**config.mk**
```make
export PLATFORM = sky130hd
export DESIGN_NAME = pwd_verify_ctrl_flat
export DESIGN_NICKNAME = d
export VERILOG_FILES = /design/src/rtl/pwd_verify_ctrl_if.sv /design/src/rtl/pwd_verify_ctrl.sv /design/src/flat_wrapper.sv
export SDC_FILE = /design/constraint.sdc
export NUM_CORES = 1
export LEC_CHECK = 0
export ABC_AREA = 0
export BUFFER_PORTS_ARGS = -buffer_cell sky130_fd_sc_hd__buf_2
export CORE_MARGIN = 2
export CORE_UTILIZATION = 35
export CTS_CLUSTER_DIAMETER = 40
export DETAILED_ROUTE_END_ITERATION = 16
export PLACE_DENSITY = 0.58
export SYNTH_ARGS = -nofsm -noshare
export SYNTH_HDL_FRONTEND = slang
export SYNTH_SLANG_ARGS = --single-unit
```
**constraint.sdc**
```tcl
create_clock -name clk -period 4.3 [get_ports clk]
set_clock_uncertainty 0.1 [all_clocks]
set_input_delay 0.86 -clock clk [delete_from_list [all_inputs] [get_ports clk]]
set_output_delay 0.86 -clock clk [all_outputs]
set_load 0.1 [all_outputs]
```
**src/rtl/pwd_verify_ctrl_if.sv**
```systemverilog
// pwd_verify_ctrl_if: keypad strobe in, lock status and warning-stage enables out.
interface pwd_verify_ctrl_if;
  logic        key_valid;
  logic [3:0]  key_code;
  logic [31:0] error_count;
  logic        start_count4;
  logic        start_count5;
  logic        unlock;
  logic        locked;
  logic [2:0]  digit_cnt;
  modport master (
    output key_valid, key_code,
    input  error_count, start_count4, start_count5, unlock, locked, digit_cnt
  );
  modport slave (
    input  key_valid, key_code,
    output error_count, start_count4, start_count5, unlock, locked, digit_cnt
  );
endinterface

```
**src/rtl/pwd_verify_ctrl.sv**
```systemverilog
// pwd_verify_ctrl: password entry, check, lockout and change for the keypad lock.
// Optional entry inactivity timeout enabled by defining PWD_ENTRY_TIMEOUT_EN.
module pwd_verify_ctrl #(
  parameter int DIGITS = 4,
  parameter logic [DIGITS*4-1:0] DEFAULT_PWD = 16'h1234,
  parameter int CLK_HZ = 50_000_000,
  parameter int UNLOCK_S = 5,
  parameter int LOCK_ERRS = 3,
  parameter int LOCK_S = 30,
  parameter int ENTRY_TO_S = 60
) (
  input logic clk,
  input logic rst_n,
  pwd_verify_ctrl_if.slave bus
);
  localparam int W = DIGITS * 4;
  localparam logic [63:0] UNLOCK_CYC = 64'(UNLOCK_S) * 64'(CLK_HZ);
  localparam logic [63:0] LOCK_CYC = 64'(LOCK_S) * 64'(CLK_HZ);
  localparam logic [2:0] IDLE = 3'd0, ENTRY = 3'd1, CHECK = 3'd2,
                         UNLOCKED = 3'd3, SETPWD = 3'd4, LOCKOUT = 3'd5;
  logic [2:0] state;
  logic [W-1:0] entry, pwd;
  logic [31:0] tmr;
  logic is_digit, is_clr, is_ent, is_chg, full, take_digit;
  logic [31:0] err_inc;
`ifdef PWD_ENTRY_TIMEOUT_EN
  localparam logic [63:0] ENT_CYC = 64'(ENTRY_TO_S) * 64'(CLK_HZ);
  logic [31:0] ent_tmr;
`endif
  always_comb begin
    is_digit = bus.key_valid && bus.key_code <= 4'd9;
    is_clr = bus.key_valid && bus.key_code == 4'hA;
    is_ent = bus.key_valid && bus.key_code == 4'hB;
    is_chg = bus.key_valid && bus.key_code == 4'hC;
    full = bus.digit_cnt == 3'(DIGITS);
    take_digit = is_digit && !full && (state == IDLE || state == ENTRY || state == SETPWD);
    err_inc = &bus.error_count ? bus.error_count : bus.error_count + 32'd1;
  end
  always_ff @(posedge clk or negedge rst_n)
    if (!rst_n) begin
      state <= IDLE;
      entry <= '0;
      pwd <= DEFAULT_PWD;
      tmr <= '0;
      bus.error_count <= '0;
      bus.start_count4 <= 1'b0;
      bus.start_count5 <= 1'b0;
      bus.unlock <= 1'b0;
      bus.locked <= 1'b0;
      bus.digit_cnt <= '0;
`ifdef PWD_ENTRY_TIMEOUT_EN
      ent_tmr <= '0;
`endif
    end else begin
      bus.start_count4 <= bus.error_count != 0;
      bus.start_count5 <= state == ENTRY || state == SETPWD;
      if (take_digit) begin
        entry <= {entry[W-5:0], bus.key_code};
        bus.digit_cnt <= bus.digit_cnt + 3'd1;
      end
      case (state)
        IDLE: begin
          if (is_digit) state <= ENTRY;
          else if (is_ent) state <= CHECK;
`ifdef PWD_ENTRY_TIMEOUT_EN
          ent_tmr <= ENT_CYC[31:0];
`endif
        end
        ENTRY: begin
          if (is_clr) begin
            entry <= '0;
            bus.digit_cnt <= '0;
            state <= IDLE;
          end else if (is_ent) state <= CHECK;
`ifdef PWD_ENTRY_TIMEOUT_EN
          if (bus.key_valid) ent_tmr <= ENT_CYC[31:0];
          else if (ent_tmr <= 32'd1) begin
            entry <= '0;
            bus.digit_cnt <= '0;
            state <= IDLE;
          end else ent_tmr <= ent_tmr - 32'd1;
`endif
        end
        CHECK: begin
          entry <= '0;
          bus.digit_cnt <= '0;
          if (full && entry == pwd) begin
            bus.error_count <= '0;
            bus.unlock <= 1'b1;
            tmr <= UNLOCK_CYC[31:0];
            state <= UNLOCKED;
          end else begin
            bus.error_count <= err_inc;
            if (err_inc >= 32'(LOCK_ERRS)) begin
              bus.locked <= 1'b1;
              tmr <= LOCK_CYC[31:0];
              state <= LOCKOUT;
            end else state <= IDLE;
          end
        end
        UNLOCKED: begin
          // Expiry wins over a key arriving in the same cycle.
          if (tmr <= 32'd1 || is_clr) begin
            bus.unlock <= 1'b0;
            state <= IDLE;
          end else begin
            tmr <= tmr - 32'd1;
            if (is_chg) state <= SETPWD;
          end
        end
        SETPWD: begin
          if (is_clr || is_ent) begin
            if (is_ent && full) pwd <= entry;
            entry <= '0;
            bus.digit_cnt <= '0;
            tmr <= UNLOCK_CYC[31:0];
            state <= UNLOCKED;
          end
        end
        LOCKOUT: begin
          if (tmr <= 32'd1) begin
            bus.locked <= 1'b0;
            state <= IDLE;
          end else tmr <= tmr - 32'd1;
        end
        default: state <= IDLE;
      endcase
    end
endmodule

```
**src/flat_wrapper.sv**
```systemverilog
// flat-port wrapper written by rule: the top's interface ports become plain ports
module pwd_verify_ctrl_flat 
#(
  parameter int DIGITS = 4,
  parameter logic [DIGITS*4-1:0] DEFAULT_PWD = 16'h1234,
  parameter int CLK_HZ = 50_000_000,
  parameter int UNLOCK_S = 5,
  parameter int LOCK_ERRS = 3,
  parameter int LOCK_S = 30,
  parameter int ENTRY_TO_S = 60
)
  (clk, rst_n, bus_key_valid, bus_key_code, bus_error_count, bus_start_count4, bus_start_count5, bus_unlock, bus_locked, bus_digit_cnt);
  pwd_verify_ctrl_if bus_i ();
  input logic clk;
  input logic rst_n;
  input wire logic [$bits(bus_i.key_valid)-1:0] bus_key_valid;
  input wire logic [$bits(bus_i.key_code)-1:0] bus_key_code;
  output wire logic [$bits(bus_i.error_count)-1:0] bus_error_count;
  output wire logic [$bits(bus_i.start_count4)-1:0] bus_start_count4;
  output wire logic [$bits(bus_i.start_count5)-1:0] bus_start_count5;
  output wire logic [$bits(bus_i.unlock)-1:0] bus_unlock;
  output wire logic [$bits(bus_i.locked)-1:0] bus_locked;
  output wire logic [$bits(bus_i.digit_cnt)-1:0] bus_digit_cnt;
  assign bus_i.key_valid = bus_key_valid;
  assign bus_i.key_code = bus_key_code;
  assign bus_error_count = bus_i.error_count;
  assign bus_start_count4 = bus_i.start_count4;
  assign bus_start_count5 = bus_i.start_count5;
  assign bus_unlock = bus_i.unlock;
  assign bus_locked = bus_i.locked;
  assign bus_digit_cnt = bus_i.digit_cnt;
  pwd_verify_ctrl #(.DIGITS(DIGITS), .DEFAULT_PWD(DEFAULT_PWD), .CLK_HZ(CLK_HZ), .UNLOCK_S(UNLOCK_S), .LOCK_ERRS(LOCK_ERRS), .LOCK_S(LOCK_S), .ENTRY_TO_S(ENTRY_TO_S)) u_core (.clk(clk), .rst_n(rst_n), .bus(bus_i));
endmodule
```
==> impl_metrics.ini <==
[min_path]
hold_path.class = in2async

[synth]
ys.flop_type = dfrtp_1
synth_nets = 751
syn_inst = 738
yosysWarnings = 0
async_flop_share_pct = 100.0
syn_area_mm2 = 0.006698
synth_edf_count = 0
synth.distinct_cells = 75
synth-seq-cells = 106
syn_avg_cell_area_um2 = 9.075
yosysSeqAreaShare_pct = 39.70

[finish]
layout.nets = 776
final_common_cell = dfrtp_1
final_cell_mix = dfrtp_1 (101), nor2_1 (65), o21ai_0 (61)
drive_above_1_share_pct = 17.45
stdcell_count = 1002
utilization_pct = 39.63
syn_to_final_growth_pct = 11.04
antenna_cells = 0

[clock_tree]
clock_sinks = 106
cts.path.max_buffers = 2
insertion_delay_ns = 0.37
cts_setup_buffers = 0
ctsHoldBuffers = 0
cts_buffers = 9
htree_num_levels = 3
cts_tree = yes
cts_resized = 0
cts_root_buf = clkbuf_16
path_clk_slew_ns = 0.08

[route]
first_pass_iters = 6
dr.first_iter.drc_count = 603
drt_wl_total_um = 19040
ant_nets = 0
post_drt_wl_per_cell_um = 19.00
dr_total_vias = 5983
vias_per_cell = 5.971
drc_errors = 0

[worst_setup_path]
critPathMaxStageDelay_ns = 0.63
reg2reg_slack_ns = 0.43
cp_slowest_cell = dfrtp_1
path_max_fanout = 19
critPathLaunch = u_core.bus.error_count[8]
cp-start-kind = register
r2r_end = u_core.tmr[18]
critPathCaptureType = register
required_ns = 4.46
critPathArrivalTime_ns = 4.03
path_class = reg2reg
reg2reg_depth = 10
cp_cell_sequence = and4_1, nand4_2, nor4_1, xnor2_1, and3b_1, nand4_1, or4_1, buf_4, o221a_1, o32a_1
r2r-start = u_core.bus.error_count[8]

[pwr]
seqPwrFrac_pct = 36.8
p_sw_share_pct = 45.65
intPower_mw = 2.280
p_comb_share_pct = 42.2
max-vdd-ir-drop_uv = 559.2
power.leakage_nw = 3.162
switchingPower_mw = 1.915
power_density_mw_per_mm2 = 564.1
power_frac_clock_pct = 21.0

[sta]
fin_worst_hold_slack_ns = 0.3762
rsz0062_at_grt = no
hold_violations = 0
finalCriticalPeriod_ns = 3.867
period_share_pct = 89.94
timing.slew.headroom_pct = 40.09
worst_pin_slew_ns = 0.8986
max_freq_mhz = 258.6
setup_violations = 0
slew_viol_final = 0
finalSetupTns_ns = 0

[placed_design]
place_hpwl_um = 12920
placed_cells = 986
portBuffers = 45
gp_congestion = 0.9397

[die]
dieWidth_um = 142.3
placementRows = 50
fp.coreArea_mm2 = 0.01877
io_pins = 46
initial_utilization_pct = 35.69
fp.dieH_um = 142.3
fp.dieArea_mm2 = 0.02026

[run]
cap_viol_max_count = 0

[grt]
antenna_found_initial = 0
grt_max_degree = 68
grt_pass1_vias = 5700
grt_usage_pct = 19.45
grt_pass1_wl_um = 31260
overflow = 0

[run_status]
outcome = complete, no violations
## worst max-delay path by stage
stage	cells past startpoint	end
floorplan	13	u_core.tmr[25]
global placement	10	u_core.tmr[18]
detailed placement	11	u_core.tmr[18]
CTS	11	u_core.tmr[18]
global route	10	u_core.tmr[18]
finish	10	u_core.tmr[18]
## logic make-up (layout without fill, tap and decap cells)
kind of cell             after synthesis  in the layout  share of synthesized area, %
multiplexers                          37             37                         5.866
XOR/XNOR                              28             28                         3.661
flip-flops                           106            106                         39.70
AND/OR/NAND/NOR                      279            279                         22.44
buffers and inverters                 72            102                         5.417
adder cells (fa/ha/maj)                6              6                         1.121
AO/OA/AOI/OAI                        210            210                         21.80
## power groups by stage
stage	Sequential [mW]	Combinational, mW	Clock [mW]
after floorplan	1.72	1.12	0
after global placement	1.55	1.75	0
after detailed placement	1.56	1.76	0
after CTS	1.54	1.77	0.905
after global routing	1.59	1.94	0.937
final	1.55	1.77	0.880
## flip-flops by register name (all words and copies together), names as in the netlist
| register | count |
|---|---|
| u_core.entry | 16 |
| u_core.state | 3 |
| u_core.bus.locked | 1 |
| u_core.bus.start_count4 | 1 |
| u_core.tmr | 32 |
| u_core.bus.start_count5 | 1 |
| u_core.bus.unlock | 1 |
| u_core.bus.error_count | 32 |
| u_core.pwd | 16 |
| u_core.bus.digit_cnt | 3 |
## cell usage after synthesis, types with 5 or more instances
library cell,number,area [um^2]
or3_1,9,56.30
nor2_1,65,244.0
xor2_1,11,96.34
a221o_1,6,60.06
o41ai_1,5,43.79
and4_1,8,70.07
o21ai_1,5,25.02
o31ai_1,23,172.7
and2_1,6,37.54
clkbuf_1,26,97.59
ha_1,6,75.07
mux2_2,16,180.2
a21oi_1,26,130.1
a22o_1,11,96.34
xnor2_1,17,148.9
dfstp_2,5,131.4
or4_1,6,45.04
dfrtp_1,101,2527
mux2i_1,19,190.2
a22oi_1,7,52.55
nor3_1,28,140.1
o21ai_0,61,305.3
nor2b_1,6,37.54
and3_1,5,31.28
a31oi_1,11,68.82
inv_1,18,67.56
buf_6,8,90.09
nand4_1,22,137.6
o211ai_1,6,45.04
nand3_1,21,105.1
o221ai_1,8,70.07
nand2b_1,7,43.79
nor4_1,19,118.9
nand2_1,56,210.2
buf_2,13,65.06
## layout make-up
class                           count  area [um^2]
Multi-Input combinational cell    560         3691
Clock inverter                      7        88.84
Fill cell                        1936        11330
Clock buffer                        9        225.2
Tap cell                          234        292.8
Timing Repair Buffer               68        412.9
Sequential cell                   106         2659
Inverter                           18        67.56
## critical path: cells and delay by family, from the launching register on
family                 cells  cell delay (ns)
AND/OR/NAND/NOR            6             2.15
XOR/XNOR                   1             0.17
AO/OA/AOI/OAI              2             0.44
buffers and inverters      1             0.24
flip-flops                 1             0.63
## per-layer routing
layer / track usage [%] / vias up / part of all wire, %
li1: - / 2833 / -
met1: 27.09 / 2921 / 46
met2: 30.51 / 201 / 45
met3: 3.903 / 28 / 6.3
met4: 6.149 / 0 / 2.1
met5: 0 / - / 0
## metrics by stage
stage / setup slack (ns) / power (mW) / cell area [um^2]
2_1_floorplan: 0.2806 / 2.843 / 6698
5_1_grt: 0.1407 / 4.472 / 7437
3_5_place_dp: 0.5288 / 3.317 / 7123
6_report: 0.4327 / 4.195 / 7437
4_1_cts: 0.4803 / 4.216 / 7437
3_3_place_gp: 0.5724 / 3.298 / 7123
No activity file was read; power rests on OpenSTA's default activity.
